==> config.mk <==
export PLATFORM = sky130hd
export DESIGN_NAME = rx_block_aligner_130b
export DESIGN_NICKNAME = d
export VERILOG_FILES = /design/src/rtl/rx_block_aligner_130b.sv
export SDC_FILE = /design/constraint.sdc
export NUM_CORES = 1
export LEC_CHECK = 0
export BUFFER_PORTS_ARGS = -buffer_cell sky130_fd_sc_hd__clkbuf_2
export CORE_UTILIZATION = 49
export CTS_CLUSTER_SIZE = 12
export DETAILED_ROUTE_END_ITERATION = 8
export GPL_TIMING_DRIVEN = 0
export PLACE_DENSITY = 0.72
export SYNTH_ARGS = -nofsm -noshare
export SYNTH_HDL_FRONTEND = slang
export SYNTH_SLANG_ARGS = --single-unit
==> constraint.sdc <==
create_clock -name clk_8G -period 3 [get_ports clk_8G]
set_input_delay 0.45 -clock clk_8G [delete_from_list [all_inputs] [get_ports clk_8G]]
set_output_delay 0.45 -clock clk_8G [all_outputs]
set_load 0.02 [all_outputs]
==> src/rtl/rx_block_aligner_130b.sv <==
// rx_block_aligner_130b
//   Receive-side 128b/130b block aligner and deserializer. It takes one serial
//   bit per accepted cycle. It hunts for the 2-bit sync header and declares
//   lock after LOCK_CNT consecutive valid headers. While locked, it splits each
//   128-bit payload into 16 bytes and tags the block as data or ordered set.
//
// Ports
//   clk_8G     in   bit clock, all logic on posedge
//   rst_8G     in   asynchronous active-low reset
//   rx_data    in   serial bit, sampled only when rx_valid=1
//   rx_valid   in   rx_data carries a bit this cycle (gaps hold all state)
//   byte_out   out  deserialized payload byte (holds when byte_valid=0)
//   byte_valid out  one-cycle strobe for byte_out
//   blk_start  out  with byte_valid, marks byte 0 of a block
//   k_out      out  1 = ordered set (hdr 1,0), 0 = data (hdr 0,1)
//   locked     out  block lock status
//   hdr_err    out  one-cycle pulse for an invalid header seen while locked
module rx_block_aligner_130b #(
  parameter int unsigned LOCK_CNT = 4,
  parameter int unsigned ERR_MAX  = 4
) (
  input  logic       clk_8G,
  input  logic       rst_8G,
  input  logic       rx_data,
  input  logic       rx_valid,
  output logic [7:0] byte_out,
  output logic       byte_valid,
  output logic       blk_start,
  output logic       k_out,
  output logic       locked,
  output logic       hdr_err
);

  localparam logic [3:0] LOCK_N = 4'(LOCK_CNT);
  localparam logic [3:0] ERR_N  = 4'(ERR_MAX);

  typedef enum logic [1:0] {HUNT, CHECK, LOCKED} state_t;

  state_t     state_q, state_d;
  logic [7:0] bit_cnt_q, bit_cnt_d;
  logic [3:0] good_cnt_q, good_cnt_d;
  logic [3:0] bad_cnt_q, bad_cnt_d;
  logic       prev_bit_q, prev_bit_d;
  logic       prev_vld_q, prev_vld_d;
  logic       h0_q, h0_d;
  logic [7:0] sh_q, sh_d;
  logic [7:0] byte_out_q, byte_out_d;
  logic       byte_valid_q, byte_valid_d;
  logic       blk_start_q, blk_start_d;
  logic       k_q, k_d;
  logic       locked_q, locked_d;
  logic       hdr_err_q, hdr_err_d;
  logic       hdr_ok;

  always_ff @(posedge clk_8G or negedge rst_8G) begin
    if (!rst_8G) begin
      state_q      <= HUNT;
      bit_cnt_q    <= '0;
      good_cnt_q   <= '0;
      bad_cnt_q    <= '0;
      prev_bit_q   <= 1'b0;
      prev_vld_q   <= 1'b0;
      h0_q         <= 1'b0;
      sh_q         <= '0;
      byte_out_q   <= '0;
      byte_valid_q <= 1'b0;
      blk_start_q  <= 1'b0;
      k_q          <= 1'b0;
      locked_q     <= 1'b0;
      hdr_err_q    <= 1'b0;
    end else begin
      state_q      <= state_d;
      bit_cnt_q    <= bit_cnt_d;
      good_cnt_q   <= good_cnt_d;
      bad_cnt_q    <= bad_cnt_d;
      prev_bit_q   <= prev_bit_d;
      prev_vld_q   <= prev_vld_d;
      h0_q         <= h0_d;
      sh_q         <= sh_d;
      byte_out_q   <= byte_out_d;
      byte_valid_q <= byte_valid_d;
      blk_start_q  <= blk_start_d;
      k_q          <= k_d;
      locked_q     <= locked_d;
      hdr_err_q    <= hdr_err_d;
    end
  end

  always_comb begin
    state_d      = state_q;
    bit_cnt_d    = bit_cnt_q;
    good_cnt_d   = good_cnt_q;
    bad_cnt_d    = bad_cnt_q;
    prev_bit_d   = prev_bit_q;
    prev_vld_d   = prev_vld_q;
    h0_d         = h0_q;
    sh_d         = sh_q;
    byte_out_d   = byte_out_q;
    byte_valid_d = 1'b0;
    blk_start_d  = 1'b0;
    k_d          = k_q;
    locked_d     = locked_q;
    hdr_err_d    = 1'b0;
    hdr_ok       = 1'b0;

    if (rx_valid) begin
      // New bit enters at the MSB, so the first bit of a byte ends up at bit 0.
      sh_d = {rx_data, sh_q[7:1]};
      unique case (state_q)
        HUNT: begin
          prev_bit_d = rx_data;
          prev_vld_d = 1'b1;
          // A transition is taken as header (prev_bit, rx_data); the found
          // header already counts as the first good one.
          if (prev_vld_q && (rx_data != prev_bit_q)) begin
            bit_cnt_d  = 8'd2;
            good_cnt_d = 4'd1;
            if (LOCK_N == 4'd1) begin
              state_d   = LOCKED;
              locked_d  = 1'b1;
              k_d       = prev_bit_q;
              bad_cnt_d = '0;
            end else begin
              state_d = CHECK;
            end
          end
        end
        CHECK, LOCKED: begin
          bit_cnt_d = (bit_cnt_q == 8'd129) ? 8'd0 : bit_cnt_q + 8'd1;
          if (bit_cnt_q == 8'd0) h0_d = rx_data;
          if (bit_cnt_q == 8'd1) begin
            hdr_ok = (h0_q != rx_data);
            if (state_q == CHECK) begin
              if (hdr_ok) begin
                good_cnt_d = good_cnt_q + 4'd1;
                if (good_cnt_q + 4'd1 == LOCK_N) begin
                  state_d   = LOCKED;
                  locked_d  = 1'b1;
                  k_d       = h0_q;
                  bad_cnt_d = '0;
                end
              end else begin
                good_cnt_d = '0;
                state_d    = HUNT;
                prev_vld_d = 1'b0;
              end
            end else begin
              k_d = h0_q;
              if (hdr_ok) begin
                bad_cnt_d = '0;
              end else begin
                hdr_err_d = 1'b1;
                bad_cnt_d = bad_cnt_q + 4'd1;
                if (bad_cnt_q + 4'd1 == ERR_N) begin
                  state_d    = HUNT;
                  locked_d   = 1'b0;
                  good_cnt_d = '0;
                  prev_vld_d = 1'b0;
                end
              end
            end
          end
          // Byte n completes at bit 9+8n: bit_cnt >= 9 with low bits == 3'b001.
          if ((state_q == LOCKED) && (bit_cnt_q >= 8'd9) && (bit_cnt_q[2:0] == 3'd1)) begin
            byte_valid_d = 1'b1;
            byte_out_d   = {rx_data, sh_q[7:1]};
            blk_start_d  = (bit_cnt_q == 8'd9);
          end
        end
        default: state_d = HUNT;
      endcase
    end
  end

  assign byte_out   = byte_out_q;
  assign byte_valid = byte_valid_q;
  assign blk_start  = blk_start_q;
  assign k_out      = k_q;
  assign locked     = locked_q;
  assign hdr_err    = hdr_err_q;

endmodule
==> results of run 1 <==
==> worst max-delay path by stage <==
stage          startpoint          end  slack (ns)  depth (start not counted)
2_1_floorplan  state_q[0]  byte_out[0]        0.97                          7
3_3_place_gp   state_q[0]  byte_out[0]        0.69                          7
3_5_place_dp   state_q[0]  byte_out[5]        0.63                          7
4_1_cts        state_q[0]  byte_out[0]        0.60                          7
5_1_grt        state_q[0]  byte_out[0]        0.47                          7
6_report       state_q[0]  byte_out[1]        0.63                          7
==> cell usage in the layout, fill, tap and decap left out, types with 6 or more instances in the layout <==
| cell type | instances |
|---|---|
| dfrtp_1 | 41 |
| mux2_2 | 20 |
| o21ai_0 | 16 |
| clkbuf_2 | 16 |
| nor2_1 | 12 |
| nand2_1 | 10 |
| ha_1 | 10 |
| nand3_1 | 9 |
| inv_1 | 6 |
==> where the power goes <==
part	switching (W)	internal [W]	leakage, nW
Sequential	0.0000970	0.000657	0.537
Clock	0.000222	0.000176	0.0511
Combinational	0.000415	0.000263	0.479
Total	0.000734	0.00110	1.07
==> area by class of cell <==
class                   instances  share of cell area, %
well taps                      50                   2.68
repair buffers                 15                   3.21
clock inverters                 3                   1.23
inverters                       6                  0.964
plain buffers                   8                   1.55
clock buffers                   5                   2.95
multi-input cells             135                   43.5
flip-flops and latches         41                   43.9
==> registers in the layout, indices dropped and copies added (netlist names) <==
signal      flops
bit_cnt_q       8
locked          1
sh_q            7
blk_start       1
prev_bit_q      1
bad_cnt_q       4
byte_valid      1
state_q         2
good_cnt_q      4
hdr_err         1
h0_q            1
prev_vld_q      1
byte_out        8
k_out           1
==> logic make-up (layout without fill, tap and decap cells) <==
logic type | after synthesis | in the layout | share of synthesized area (%)
XOR/XNOR | 4 | 4 | 1.67
AO/OA/AOI/OAI | 45 | 45 | 14.8
adder cells (fa/ha/maj) | 10 | 10 | 5.96
flip-flops | 41 | 41 | 48.8
multiplexers | 20 | 20 | 10.7
buffers and inverters | 14 | 37 | 2.80
AND/OR/NAND/NOR | 56 | 56 | 15.2
==> stage by stage <==
step           util [%]  hold WS, ns  total power (W)  cells
3_5_place_dp       55.2        0.483          0.00145    255
3_3_place_gp       55.2        0.477          0.00142    255
2_1_floorplan         -        0.154          0.00127    190
4_1_cts            57.6        0.341          0.00185    263
6_report           57.6        0.302          0.00183    263
5_1_grt            57.6        0.390          0.00197    263
==> layer usage <==
| metal | wire, um | track usage [%] |
|---|---|---|
| met4 | 69 | 7.98 |
| met1 | 1900 | 25.6 |
| met3 | 134 | 5.91 |
| met2 | 1710 | 28.6 |
| met5 | 0 | 0 |
==> run metrics, run 1 <==
detailed placement HPWL=2.64 mm; multi-input logic area=1020 sq um; largest net degree at the start of global routing=42; register area share after synthesis=48.8%; final max-slew violation count=0; Syn Inst Count=190; vias in the first global route=1413; crit path launch type=register; slowest CP cell=a21boi_2; final setup vio count=0; grt ovf=0; Clock Latency Late Sink=0.31 ns; DP Area=2240 sq um; setup repair bufs after CTS=0; pwr dens=783 nW/um^2; CORE AREA=4060 sq um; Slew HR=32.4%; slowest stage delay, CP=0.48 ns; die width=67.5 um; Avg Cell Area, Syn=11.1 sq um; top cells by count, synth=41 x dfrtp_1, 20 x mux2_2, 16 x o21ai_0; Yosys reg bits=41; gpl congestion=0.786; Area Growth Syn to Fin=11.2%; Post-synth EDFFs=0; CP Cell Sequence=inv_1, ha_1, buf_2, and2_1, and4b_1, a21boi_2, mux2_2; Residual DRC=0; Setup WS pre-CTS=0.625 ns; status=finished, final reports clean; CTS H-tree lvls=2; critical path endpoint category=register; min cycle time layout=2.37 ns; post-route cell area=2340 sq um; delay-heaviest family, CP=compound AO/OA/AOI/OAI gates; Tot GR Track Use=19.2%; fraction of layout cells with a size suffix above 1=26.3%; via density per instance=5.65; Worst VDD drop=0.368 mV; final setup margin=0.626 ns; worst r2r src=state_q[0]; R2R depth=7; Lkg Pwr=1.07 nW; fillers=351; antenna violations before repair=0; FFs w/ async S/R, synth=100%; post-synth net total=204; post-cts hold buffer count=0; setup TNS=0 ns; Root Driver=clkbuf_8; Max Fclk=421 MHz; post-synth top area cell=dfrtp_1; most frequent cell after synthesis=dfrtp_1; crit path DAT=2.57 ns; Synth area leaders=dfrtp_1 49%, mux2_2 11%, ha_1 6.0%; antenna cell count=0; Routed WL per cell=14.5 um; starting density of the core=51.8%; yosys warns=0; nets@finish=226; clk buf depth=2; R2R Path End=byte_out[1]; DRT iter0 DRCs=85; CP max FO=9; clk slew on worst S/H paths=0.09 ns; CTS resizes=0; Synth Cell Area=2100 sq um; Bufs and invs on worst path=2; die footprint=4550 sq um; Sink Count=41; Final Skew=0.00893 ns; row count=23; RSZ-0062 raised after global routing=false; Antenna Nets Post-Route=0; DR vias=1485; HP Class=primary input to asynchronous set/reset pin; First-pass DRT Iterations=4; Total Wirelength=3.81 mm; Die H=67.5 um; CP required=3.19 ns; Num CTS Buffers=5; Main synth FF type=dfrtp_1; final worst-path cycle share=79.1%; CTS tree=built; Final Hold Viols=0; Storage cell area=1030 sq um; first-pass GRT wire length=6.35 mm; io pins=17; input/output buffers=15; reg2reg setup slack=0.63 ns; max cap viols=0; Crit Path Category=register to register; Least-Margin Pin Slew=1.01 ns; share of the synthesized area in the top cell type=48.8%; Yosys cell types=50
Power figures use the tool's default switching activity.
==> run 2: changes to the inputs <==
==> constraint.sdc (replaced) <==
create_clock -name clk_8G -period 2.5 [get_ports clk_8G]
set_input_delay 0.375 -clock clk_8G [delete_from_list [all_inputs] [get_ports clk_8G]]
set_output_delay 0.375 -clock clk_8G [all_outputs]
set_load 0.02 [all_outputs]
==> run metrics, run 2 (same netlist as run 1, synthesis figures left out) <==
slowest stage delay, CP=0.38 ns (-0.10 ns); critical path endpoint category=register; antenna violations before repair=0 (unchanged); crit path from=state_q[0]; Die H=67.5 um (unchanged); CTS tree=built; Num CTS Buffers=5 (unchanged); CP Cell Sequence=inv_1, ha_1, buf_2, and2_1, and4b_1, a21boi_4, mux2_2; fraction of layout cells with a size suffix above 1=26.3% (unchanged); Root Driver=clkbuf_8; Residual DRC=0 (unchanged); CP required=2.69 ns (-0.50 ns); antenna cell count=0 (unchanged); starting density of the core=51.8% (unchanged); Hold Slack=0.227 ns (-0.0753 ns); R2R Path End=byte_out[1]; Slew HR=32.5% (+0.15 points); final max-slew violation count=0 (unchanged); largest net degree at the start of global routing=42 (unchanged); detailed placement HPWL=2.64 mm (unchanged); Max Fclk=445 MHz (+5.6%); DR vias=1498 (+0.88%); slowest CP cell=dfrtp_1; input/output buffers=15 (unchanged); die width=67.5 um (unchanged); nets@finish=226 (unchanged); most frequent cells in the layout=41 x dfrtp_1, 20 x mux2_2, 16 x o21ai_0, 16 x clkbuf_2, 12 x nor2_1; die footprint=4550 sq um (unchanged); first-pass GRT wire length=6.35 mm (unchanged); Worst VDD drop=0.442 mV (+20%); First-pass DRT Iterations=4 (unchanged); post-cts hold buffer count=0 (unchanged); max cap viols=0 (unchanged); Bufs and invs on worst path=2 (unchanged); pwr dens=939 nW/um^2 (+20%); reg2reg setup slack=0.25 ns (-0.37 ns); Antenna Nets Post-Route=0 (unchanged); Final Skew=0.00906 ns (+0.000134 ns); CORE AREA=4060 sq um (unchanged); crit path launch type=register; CTS resizes=0 (unchanged); grt ovf=0 (unchanged); clk buf depth=2 (unchanged); crit path DAT=2.44 ns (-0.13 ns); CP max FO=9 (unchanged); commonest non-fill, non-tap cell in the layout=dfrtp_1; Sink Count=41 (unchanged); worst r2r src=state_q[0]; Util after Layout=57.8% (+0.18 points); min cycle time layout=2.25 ns (-0.125 ns); final worst-path cycle share=89.9% (+11 points); DRT iter0 DRCs=86 (+1.2%); Lkg Pwr=1.07 nW (about the same); final setup vio count=0 (unchanged); CTS H-tree lvls=2 (unchanged); Routed WL per cell=14.5 um (about the same); io pins=17 (unchanged); Least-Margin Pin Slew=1.01 ns (-0.00219 ns); clk slew on worst S/H paths=0.09 ns (about the same); Tot Pwr=0.00220 W (+20%); HP Class=primary input to asynchronous set/reset pin; status=finished, final reports clean; vias in the first global route=1413 (unchanged); Setup WS pre-CTS=0.125 ns (-0.500 ns); Final Hold Viols=0 (unchanged); Crit Path Category=register to register; via density per instance=5.70 (+0.88%); final setup margin=0.251 ns (-0.375 ns); cell count along the critical path=7 (unchanged); setup TNS=0 ns (unchanged); gpl congestion=0.786 (unchanged); Area Growth Syn to Fin=11.6%; row count=23 (unchanged); delay-heaviest family, CP=simple AND/OR/NAND/NOR gates; R2R depth=7 (unchanged); RSZ-0062 raised after global routing=false; Clock Latency Late Sink=0.31 ns (about the same); Tot GR Track Use=19.2% (unchanged); setup repair bufs after CTS=0 (unchanged); Total Wirelength=3.81 mm (about the same)
[run 2: per-stage QoR]
step           area (sq um)  cells
6_report               2340    263
5_1_grt                2340    263
4_1_cts                2340    263
3_5_place_dp           2240    255
3_3_place_gp           2240    255
2_1_floorplan          2100    190
[run 2: worst max path at each step]
stage	endpoint	slack (ns)
CTS	byte_out[0]	0.10
detailed placement	byte_out[5]	0.13
global placement	byte_out[0]	0.19
finish	byte_out[1]	0.25
global route	byte_out[0]	0.11
floorplan	byte_out[0]	0.47
[run 2: layout make-up]
| type | count | area, sq um |
|---|---|---|
| buffer | 8 | 36.3 |
| sequential | 41 | 1030 |
| tap | 50 | 62.6 |
| inverter | 6 | 22.5 |
| timing repair buffer | 15 | 75.1 |
| clock buffer | 5 | 68.8 |
| multi-input combinational | 135 | 1020 |
| fill | 349 | 1710 |
| clock inverter | 3 | 28.8 |
[run 2: routing by layer]
metal / wire [um] / vias up / GRT usage (%)
li1: - / 734 / -
met1: 1880 / 735 / 25.6
met2: 1720 / 22 / 28.6
met3: 140 / 7 / 5.91
met4: 69 / 0 / 7.98
met5: 0 / - / 0
[run 2: report_power, final]
group	internal (W)	switching (W)	total, W	leakage [nW]
Combinational	0.000316	0.000503	0.000819	0.479
Sequential	0.000788	0.000116	0.000904	0.537
Clock	0.000211	0.000266	0.000477	0.0511
